<file path="config.mk">
export PLATFORM = sky130hd
export DESIGN_NAME = mcu_target_mux_flat
export DESIGN_NICKNAME = d
export VERILOG_FILES = /design/src/rtl/mcu_target_mux_pkg.sv /design/src/rtl/mcu_target_mux_if.sv /design/src/rtl/mcu_target_mux_irq_ctrl.sv /design/src/rtl/mcu_target_mux.sv /design/src/flat_wrapper.sv
export SDC_FILE = /design/constraint.sdc
export NUM_CORES = 1
export LEC_CHECK = 0
export CAP_MARGIN = 10
export CORE_MARGIN = 1
export CORE_UTILIZATION = 45
export CTS_BUF_LIST = sky130_fd_sc_hd__clkbuf_8
export DETAILED_ROUTE_END_ITERATION = 8
export PLACE_DENSITY = 0.72
export SYNTH_ARGS = -nofsm -noshare
export SYNTH_HDL_FRONTEND = slang
export SYNTH_SLANG_ARGS = --single-unit
</file>
<file path="constraint.sdc">
create_clock -name clk -period 3.98 [get_ports clk]
set_clock_uncertainty 0.05 [all_clocks]
set_input_delay 0.398 -clock clk [delete_from_list [all_inputs] [get_ports clk]]
set_output_delay 0.398 -clock clk [all_outputs]
set_load 0.005 [all_outputs]
</file>
<file path="src/rtl/mcu_target_mux_pkg.sv">
// Shared definitions for the MCU-to-target byte multiplexer: target ids,
// internal system-target command codes, reply constants and the frame FSM states.
package mcu_pkg;

    localparam int unsigned NUM_TGT = 4;

    localparam logic [7:0] ID_SYS  = 8'h00;
    localparam logic [7:0] ID_TGT1 = 8'h01;
    localparam logic [7:0] ID_TGT2 = 8'h02;
    localparam logic [7:0] ID_TGT3 = 8'h03;

    localparam logic [7:0] CMD_VERSION      = 8'h00;
    localparam logic [7:0] CMD_READ_PENDING = 8'h01;
    localparam logic [7:0] CMD_CLEAR        = 8'h02;
    localparam logic [7:0] CMD_WRITE_MASK   = 8'h03;
    localparam logic [7:0] CMD_READ_MASK    = 8'h04;

    localparam logic [7:0] VERSION_BYTE  = 8'hA5;
    localparam logic [7:0] VERSION_AFTER = 8'h01;
    localparam logic [7:0] REPLY_DROP    = 8'hFF;
    localparam logic [7:0] REPLY_NONE    = 8'h00;

    typedef enum logic [1:0] {
        ST_IDLE = 2'd0,
        ST_CMD  = 2'd1,
        ST_DATA = 2'd2,
        ST_DROP = 2'd3
    } mux_state_e;

    // Ids 1..3 are real targets; 0 is the internal system target, >= 4 is dropped.
    function automatic logic is_external(input logic [7:0] id);
        return (id == ID_TGT1) || (id == ID_TGT2) || (id == ID_TGT3);
    endfunction

endpackage

</file>
<file path="src/rtl/mcu_target_mux_if.sv">
// Bundle of the MCU link and target bus signals. The slave modport is the
// multiplexer's view; the master modport is the surrounding MCU/targets view.
interface mcu_target_mux_if;
    logic        mcu_strobe;
    logic        mcu_start;
    logic [7:0]  mcu_din;
    logic [7:0]  mcu_dout;
    logic        mcu_irq;
    logic [3:0]  tgt_strobe;
    logic        tgt_start;
    logic [7:0]  tgt_din;
    logic [31:0] tgt_dout;
    logic [3:0]  tgt_irq;
    logic [3:0]  tgt_iack;

    modport slave (
        input  mcu_strobe, mcu_start, mcu_din, tgt_dout, tgt_irq,
        output mcu_dout, mcu_irq, tgt_strobe, tgt_start, tgt_din, tgt_iack
    );

    modport master (
        output mcu_strobe, mcu_start, mcu_din, tgt_dout, tgt_irq,
        input  mcu_dout, mcu_irq, tgt_strobe, tgt_start, tgt_din, tgt_iack
    );
endinterface

</file>
<file path="src/rtl/mcu_target_mux_irq_ctrl.sv">
// Interrupt controller: rising-edge detect on target irq lines, pending bits,
// optional mask (MCU_IRQ_MASK_EN), acknowledge pulses and the MCU interrupt.
module mcu_irq_ctrl (
    input  logic       clk,
    input  logic       reset_n,
    input  logic [3:0] tgt_irq,
    input  logic       clr_en,
    input  logic [3:0] clr_bits,
`ifdef MCU_IRQ_MASK_EN
    input  logic       mask_we,
    input  logic [3:0] mask_wdata,
    output logic [3:0] mask,
`endif
    output logic [3:0] pending,
    output logic [3:0] tgt_iack,
    output logic       mcu_irq
);

    logic [3:0] irq_prev_q;
    logic [3:0] pending_q, pending_d;
    logic [3:0] iack_q, iack_d;
    logic       mcu_irq_q, mcu_irq_d;
    logic [3:0] mask_d;
    logic [3:0] rise;
    logic [3:0] clr;

    // Next-state for pending/ack/irq; a new edge overrides a same-cycle clear.
    always_comb begin
        rise      = tgt_irq & ~irq_prev_q;
        clr       = clr_en ? clr_bits : 4'h0;
        pending_d = (pending_q & ~clr) | rise;
        iack_d    = clr;
`ifdef MCU_IRQ_MASK_EN
        mask_d    = mask_we ? mask_wdata : mask;
`else
        mask_d    = 4'hF;
`endif
        mcu_irq_d = |(pending_d & mask_d);
    end

    // Register edge-detect history, pending bits, ack pulses and interrupt.
    always_ff @(posedge clk or negedge reset_n) begin
        if (!reset_n) begin
            irq_prev_q <= 4'h0;
            pending_q  <= 4'h0;
            iack_q     <= 4'h0;
            mcu_irq_q  <= 1'b0;
        end else begin
            irq_prev_q <= tgt_irq;
            pending_q  <= pending_d;
            iack_q     <= iack_d;
            mcu_irq_q  <= mcu_irq_d;
        end
    end

`ifdef MCU_IRQ_MASK_EN
    logic [3:0] mask_q;

    // Mask register, all sources enabled out of reset.
    always_ff @(posedge clk or negedge reset_n) begin
        if (!reset_n) begin
            mask_q <= 4'hF;
        end else begin
            mask_q <= mask_d;
        end
    end

    assign mask = mask_q;
`endif

    assign pending  = pending_q;
    assign tgt_iack = iack_q;
    assign mcu_irq  = mcu_irq_q;

endmodule

</file>
<file path="src/rtl/mcu_target_mux.sv">
// MCU-to-target byte multiplexer. Frames are {id, command, payload...}; ids
// 1..3 are forwarded one clock later, id 0 is the internal system target and
// ids >= 4 are swallowed. Optional feature macro: MCU_IRQ_MASK_EN (mask
// write/read commands for the interrupt controller).
import mcu_pkg::*;

module mcu_target_mux #(
    parameter logic [15:0] TIMEOUT = 16'd50000
) (
    input  logic           clk,
    input  logic           reset_n,
    mcu_target_mux_if.slave bus
);

    mux_state_e  state_q, state_d;
    logic [7:0]  id_q, id_d;
    logic [7:0]  cmd_q, cmd_d;
    logic        first_q, first_d;
    logic [15:0] idle_cnt_q, idle_cnt_d;
    logic [7:0]  mcu_dout_q, mcu_dout_d;
    logic [3:0]  tgt_strobe_q, tgt_strobe_d;
    logic        tgt_start_q, tgt_start_d;
    logic [7:0]  tgt_din_q, tgt_din_d;

    logic [7:0]  eff_id;
    logic [7:0]  ext_reply;
    logic [7:0]  int_reply;
    logic        clr_en;
    logic [3:0]  pending;
`ifdef MCU_IRQ_MASK_EN
    logic        mask_we;
    logic [3:0]  mask;
`endif

    // Frame decode, reply selection, forwarding and idle timeout.
    always_comb begin
        state_d      = state_q;
        id_d         = id_q;
        cmd_d        = cmd_q;
        first_d      = first_q;
        idle_cnt_d   = idle_cnt_q;
        mcu_dout_d   = mcu_dout_q;
        tgt_strobe_d = 4'h0;
        tgt_start_d  = 1'b0;
        tgt_din_d    = tgt_din_q;
        clr_en       = 1'b0;
`ifdef MCU_IRQ_MASK_EN
        mask_we      = 1'b0;
`endif

        eff_id    = bus.mcu_start ? bus.mcu_din : id_q;
        ext_reply = bus.tgt_dout[{eff_id[1:0], 3'b000} +: 8];

        int_reply = REPLY_NONE;
        if (state_q == ST_DATA && !bus.mcu_start) begin
            case (cmd_q)
                CMD_VERSION:      int_reply = first_q ? VERSION_BYTE : VERSION_AFTER;
                CMD_READ_PENDING: int_reply = {4'h0, pending};
`ifdef MCU_IRQ_MASK_EN
                CMD_READ_MASK:    int_reply = {4'h0, mask};
`endif
                default:          int_reply = REPLY_NONE;
            endcase
        end

        if (bus.mcu_strobe) begin
            idle_cnt_d = 16'h0;
            if (bus.mcu_start || state_q != ST_IDLE) begin
                if (eff_id >= 8'd4) begin
                    mcu_dout_d = REPLY_DROP;
                end else if (eff_id == ID_SYS) begin
                    mcu_dout_d = int_reply;
                end else begin
                    mcu_dout_d = ext_reply;
                end
            end

            if (bus.mcu_start) begin
                state_d = ST_CMD;
                id_d    = bus.mcu_din;
                first_d = 1'b1;
            end else begin
                case (state_q)
                    ST_CMD: begin
                        cmd_d   = bus.mcu_din;
                        first_d = 1'b1;
                        state_d = (id_q >= 8'd4) ? ST_DROP : ST_DATA;
                        if (is_external(id_q)) begin
                            tgt_strobe_d[id_q[1:0]] = 1'b1;
                            tgt_start_d             = 1'b1;
                            tgt_din_d               = bus.mcu_din;
                        end
                    end
                    ST_DATA: begin
                        first_d = 1'b0;
                        if (is_external(id_q)) begin
                            tgt_strobe_d[id_q[1:0]] = 1'b1;
                            tgt_din_d               = bus.mcu_din;
                        end else if (id_q == ID_SYS && first_q) begin
                            clr_en = (cmd_q == CMD_CLEAR);
`ifdef MCU_IRQ_MASK_EN
                            mask_we = (cmd_q == CMD_WRITE_MASK);
`endif
                        end
                    end
                    default: begin
                    end
                endcase
            end
        end else if (state_q != ST_IDLE) begin
            if (idle_cnt_q != 16'hFFFF) begin
                idle_cnt_d = idle_cnt_q + 16'd1;
            end
            if (idle_cnt_d >= TIMEOUT) begin
                state_d = ST_IDLE;
            end
        end
    end

    // Frame state machine and registered outputs toward MCU and targets.
    always_ff @(posedge clk or negedge reset_n) begin
        if (!reset_n) begin
            state_q      <= ST_IDLE;
            id_q         <= 8'h00;
            cmd_q        <= 8'h00;
            first_q      <= 1'b0;
            idle_cnt_q   <= 16'h0;
            mcu_dout_q   <= 8'h00;
            tgt_strobe_q <= 4'h0;
            tgt_start_q  <= 1'b0;
            tgt_din_q    <= 8'h00;
        end else begin
            state_q      <= state_d;
            id_q         <= id_d;
            cmd_q        <= cmd_d;
            first_q      <= first_d;
            idle_cnt_q   <= idle_cnt_d;
            mcu_dout_q   <= mcu_dout_d;
            tgt_strobe_q <= tgt_strobe_d;
            tgt_start_q  <= tgt_start_d;
            tgt_din_q    <= tgt_din_d;
        end
    end

    mcu_irq_ctrl u_irq_ctrl (
        .clk        (clk),
        .reset_n    (reset_n),
        .tgt_irq    (bus.tgt_irq),
        .clr_en     (clr_en),
        .clr_bits   (bus.mcu_din[3:0]),
`ifdef MCU_IRQ_MASK_EN
        .mask_we    (mask_we),
        .mask_wdata (bus.mcu_din[3:0]),
        .mask       (mask),
`endif
        .pending    (pending),
        .tgt_iack   (bus.tgt_iack),
        .mcu_irq    (bus.mcu_irq)
    );

    assign bus.mcu_dout   = mcu_dout_q;
    assign bus.tgt_strobe = tgt_strobe_q;
    assign bus.tgt_start  = tgt_start_q;
    assign bus.tgt_din    = tgt_din_q;

endmodule

</file>
<file path="src/flat_wrapper.sv">
// flat-port wrapper written by rule: the top's interface ports become plain ports
module mcu_target_mux_flat 
#(
    parameter logic [15:0] TIMEOUT = 16'd50000
)
  (clk, reset_n, bus_mcu_strobe, bus_mcu_start, bus_mcu_din, bus_tgt_dout, bus_tgt_irq, bus_mcu_dout, bus_mcu_irq, bus_tgt_strobe, bus_tgt_start, bus_tgt_din, bus_tgt_iack);
  mcu_target_mux_if bus_i ();
  input  logic clk;
  input  logic reset_n;
  input wire logic [$bits(bus_i.mcu_strobe)-1:0] bus_mcu_strobe;
  input wire logic [$bits(bus_i.mcu_start)-1:0] bus_mcu_start;
  input wire logic [$bits(bus_i.mcu_din)-1:0] bus_mcu_din;
  input wire logic [$bits(bus_i.tgt_dout)-1:0] bus_tgt_dout;
  input wire logic [$bits(bus_i.tgt_irq)-1:0] bus_tgt_irq;
  output wire logic [$bits(bus_i.mcu_dout)-1:0] bus_mcu_dout;
  output wire logic [$bits(bus_i.mcu_irq)-1:0] bus_mcu_irq;
  output wire logic [$bits(bus_i.tgt_strobe)-1:0] bus_tgt_strobe;
  output wire logic [$bits(bus_i.tgt_start)-1:0] bus_tgt_start;
  output wire logic [$bits(bus_i.tgt_din)-1:0] bus_tgt_din;
  output wire logic [$bits(bus_i.tgt_iack)-1:0] bus_tgt_iack;
  assign bus_i.mcu_strobe = bus_mcu_strobe;
  assign bus_i.mcu_start = bus_mcu_start;
  assign bus_i.mcu_din = bus_mcu_din;
  assign bus_i.tgt_dout = bus_tgt_dout;
  assign bus_i.tgt_irq = bus_tgt_irq;
  assign bus_mcu_dout = bus_i.mcu_dout;
  assign bus_mcu_irq = bus_i.mcu_irq;
  assign bus_tgt_strobe = bus_i.tgt_strobe;
  assign bus_tgt_start = bus_i.tgt_start;
  assign bus_tgt_din = bus_i.tgt_din;
  assign bus_tgt_iack = bus_i.tgt_iack;
  mcu_target_mux #(.TIMEOUT(TIMEOUT)) u_core (.clk(clk), .reset_n(reset_n), .bus(bus_i));
endmodule
</file>
==> results by stage <==
Synthesis:
- The count of flip-flops with a built-in enable after synthesis is 0.
- The register bit count reported by yosys is 69.
- The most instantiated library cell after synthesis is sky130_fd_sc_hd__dfrtp_1.
- Synthesis produced 341 cells.
- By count the netlist is led by 69 x sky130_fd_sc_hd__dfrtp_1, 47 x sky130_fd_sc_hd__nand2_1, 28 x sky130_fd_sc_hd__nor2_1.
- The share of the Yosys chip area taken by registers is 0.510.
- The Yosys step of the flow raised 0 warnings.
- The number of distinct library cells after synthesis is 46.
- The fraction of registers with async set or reset after synthesis is 1.00.
- Sorting the synthesized cells by area gives the leading types as sky130_fd_sc_hd__dfrtp_1 51%, sky130_fd_sc_hd__mux2_2 8.0%, sky130_fd_sc_hd__nand2_1 5.2%, sky130_fd_sc_hd__nor2_1 3.1%, sky130_fd_sc_hd__nand3_1 2.7%.
- Among all flip-flop cells after synthesis, the most frequent one is sky130_fd_sc_hd__dfrtp_1.
- The share of synthesized area in the top cell type comes to 0.510.
- Dividing the synthesized area by the synthesized cell count gives 9.93 um2.
- Summing every instance area after synthesis gives 3390 um2.
- The post-synthesis net count is 393.
- The biggest area contributor in the post-synthesis netlist is sky130_fd_sc_hd__dfrtp_1.

STA:
- The clock period minus worst slack is 2.55 ns.
- The highest clock frequency the design can meet is 392 MHz.
- The number of max-slew violations in the final report is 0.
- The worst path meets setup with 1.43 ns of slack.
- Headroom to the max-slew limit came out at 0.325.
- The number of failing hold endpoints at the final stage was 0.
- The slew at the pin with the worst max-slew slack is 1.01 ns.
- Dividing the final minimum period by the clock period gives 0.640.
- Summed over all failing endpoints, the final setup total negative slack is 0 ns.
- Setup repair after global routing left no endpoint under its margin.
- The count of final setup violators is 0.

GRT:
- The via count of the first global-routing pass came to 2631.
- For this run, global-route usage on met1 was measured as 0.292.
- The remaining global-route overflow is 0.
- In this run the most used layer during global routing was met2.
- For met2 alone, demand over resource in global routing was 0.320.
- For this run, global-route usage on met3 was measured as 0.0410.
- The wire length of the first global-routing pass is 12500 um.
- The pin count of the biggest net entering global routing is 38.
- The global-route usage over all layers is 0.211.
- The initial antenna violation count is 0.

Setup path:
- Tracing the worst setup path back leads to its startpoint at u_core.idle_cnt_q[0].
- The worst setup path is launched from a flop.
- The worst setup path is captured at a flop.
- The worst register-to-register path begins at u_core.idle_cnt_q[0].
- In this design, the stage delay of the slowest critical-path cell is 0.67 ns.
- Counting cells, the worst reg-to-reg path comes to 7.
- The capturing instance or port of the critical path is u_core.idle_cnt_q[6].
- The total number of cells along the worst setup path is 7.
- Data on the critical path arrives at its endpoint at 2.71 ns.
- The worst-case register-to-register setup slack is 1.43 ns.
- The critical path is of the reg -> reg type.
- The worst register-to-register path ends at u_core.idle_cnt_q[6].
- At the worst endpoint, the required time is 4.14 ns.
- The critical path goes through ha_1 > nand4_1 > or4_1 > and2_1 > nand3_1 > xor2_1 > nor2_1.
- The maximum fanout along the worst path is 12.
- The worst path buffer plus inverter count is 0.
- Among all stages on the critical path, the largest delay is contributed by sky130_fd_sc_hd__or4_1.
- Among cell families on the critical path, the largest total delay comes from simple AND/OR/NAND/NOR gates.

Routing:
- After detailed routing, the average wire length per cell comes to 14.9 um.
- The count of nets left with antenna violations once routing finished came out at 0.
- Summing over every cut layer, the via total after detailed routing is 2759.
- The total iterations of the first detailed-routing run is 4.
- For this run, design rule violations remaining after detail routing come to 0.
- For this block, the initial DRC count from the detailed router was 209.
- The per-cell via count in the routed design is 5.39.
- The aggregate routed wire length is 7630 um.

Clock tree:
- In this run the deepest clock path goes through 2 buffers.
- The CTS root buffer is sky130_fd_sc_hd__clkbuf_8.
- The clock latency on the worst-skew pair is 0.35 ns.
- The clock slew at the register clock pins of the worst setup and hold paths is 0.09 ns.
- In this run, post-CTS repair resized a total of 0 instances.
- The H-tree was split into 3 levels.
- The count of hold buffers inserted by post-cts repair is 0.
- TritonCTS built the clock tree.
- The clock net in this run drives a total of 69 sinks.
- Once the clock tree was built, the setup fixing pass inserted 0 buffers.
- The CTS buffer count is 9.

Power:
- Dividing total power by cell area gives a power density of 372 nW/um2.
- The final total power is 1.61 mW.
- The peak ir drop on the vdd network is 0.000316 V.
- For this design the static power due to leakage is 1.84 nW.

Die:
- The vertical die dimension is 88.7 um.
- The x dimension of the die is 88.7 um.
- The initial cell density of the core is 0.467.
- The die footprint is 7870 um2.
- The count of standard-cell rows is 31.
- The core region is 7250 um2.
- 74 I/O pins were placed.

Final layout:
- The net count of the finished layout is 460.
- The ratio of cells with drive above 1 in the final layout is 0.119.
- After filler insertion, the fill cell instance count of the layout stands at 631.
- The layout-stage area growth over the synthesis result is 27.5%.
- Leaving out filler cells and counting taps, the final layout contains 512.
- The finished cells cover 4320 um2.
- The number of diodes added for antenna fixing is 0.

Status:
- The flow ran to the end, and the final reports show no timing, DRC or antenna violations.

Place:
- The wire-length estimate of the detail-placed layout is 5470 um.
- During placement, the flow inserted port buffers numbering 65.
- Before CTS, the worst setup slack after placement is 1.12 ns.
- The final weighted congestion in routability-driven placement is 0.844.
- The total placed instance area is 4130 um2.
- The post-placement cell count is 496.

Flow run:
- Max-cap violations in this run came to 0.

Worst hold path:
- The worst hold path belongs to the class in -> async.
-- logic make-up after synthesis --
logic type                 share of synthesized area
DFF                                            0.510
buffers and inverters                         0.0307
AOI/OAI and AO/OA                              0.113
and+or+nand+nor                                0.207
muxes                                         0.0976
other                                        0.00111
adders and majority gates                     0.0148
xor gates and xnor gates                      0.0259
-- through the flow --
stage	hold slack (ns)	util
after floorplan	0.0524	-
after global placement	0.386	0.569
after detailed placement	0.393	0.569
after CTS	0.0706	0.595
after global routing	0.0970	0.595
final	0.0455	0.595
-- routing by layer --
| layer | up-vias | wire [um] |
|---|---|---|
| li1 | 1352 | - |
| met1 | 1336 | 3590 |
| met2 | 60 | 3620 |
| met3 | 11 | 262 |
| met4 | 0 | 149 |
| met5 | - | 0 |
-- power breakdown --
group	total, mW	internal (mW)	switching [mW]	leakage, nW
sequential	0.812	0.766	0.0452	0.846
combinational	0.247	0.141	0.106	0.899
clock	0.549	0.241	0.307	0.0936
total	1.61	1.15	0.459	1.84
-- worst reg2reg max path, stage by stage (launching register included) --
cell	delay, ns
sky130_fd_sc_hd__dfrtp_1	0.47
sky130_fd_sc_hd__ha_1	0.27
sky130_fd_sc_hd__nand4_1	0.18
sky130_fd_sc_hd__or4_1	0.67
sky130_fd_sc_hd__and2_1	0.38
sky130_fd_sc_hd__nand3_1	0.18
sky130_fd_sc_hd__xor2_1	0.16
sky130_fd_sc_hd__nor2_1	0.05
-- cell usage in the layout, fill, tap and decap left out, types with 6 or more instances in the layout --
cell type / netlist / layout
sky130_fd_sc_hd__nand4_1: 6 / 6
sky130_fd_sc_hd__clkbuf_8: 0 / 9
sky130_fd_sc_hd__mux2i_1: 6 / 6
sky130_fd_sc_hd__xor2_1: 8 / 8
sky130_fd_sc_hd__nor3_1: 9 / 9
sky130_fd_sc_hd__dfrtp_1: 69 / 69
sky130_fd_sc_hd__nand3_1: 18 / 18
sky130_fd_sc_hd__o21ai_0: 10 / 10
sky130_fd_sc_hd__and2_1: 6 / 6
sky130_fd_sc_hd__inv_1: 15 / 15
sky130_fd_sc_hd__mux2_2: 24 / 24
sky130_fd_sc_hd__a21oi_1: 17 / 17
sky130_fd_sc_hd__nand2_1: 47 / 47
sky130_fd_sc_hd__nor2_1: 28 / 28
sky130_fd_sc_hd__clkdlybuf4s50_1: 0 / 64
-- how the worst min path moves through the flow --
stage | from | endpoint | slack, ns
after floorplan | reset_n | u_core.bus.mcu_dout[0] | 0.05
after global placement | u_core.u_irq_ctrl.irq_prev_q[2] | u_core.u_irq_ctrl.pending[2] | 0.39
after detailed placement | u_core.u_irq_ctrl.irq_prev_q[2] | u_core.u_irq_ctrl.pending[2] | 0.39
after CTS | reset_n | u_core.bus.mcu_dout[6] | 0.07
after global routing | reset_n | u_core.bus.mcu_dout[6] | 0.1
final | reset_n | u_core.bus.mcu_dout[6] | 0.05
-- layout make-up --
type / count / area, um2 / area share
Inverter: 15 / 56.3 / 0.0130
Clock inverter: 7 / 62.6 / 0.0145
Sequential cell: 69 / 1730 / 0.400
Clock buffer: 9 / 124 / 0.0287
Timing Repair Buffer: 68 / 668 / 0.155
Multi-Input combinational cell: 245 / 1560 / 0.360
Tap cell: 99 / 124 / 0.0287
-- sequential cells by signal, summed over array words and instances (netlist names), 2 cells and up --
register,count
u_core.bus.mcu_dout,8
u_core.cmd_q,8
u_core.u_irq_ctrl.pending,4
u_core.bus.tgt_din,8
u_core.state_q,2
u_core.idle_cnt_q,16
u_core.bus.tgt_strobe,4
u_core.u_irq_ctrl.irq_prev_q,4
u_core.u_irq_ctrl.tgt_iack,4
u_core.id_q,8
(Power assumes the default switching activity.)
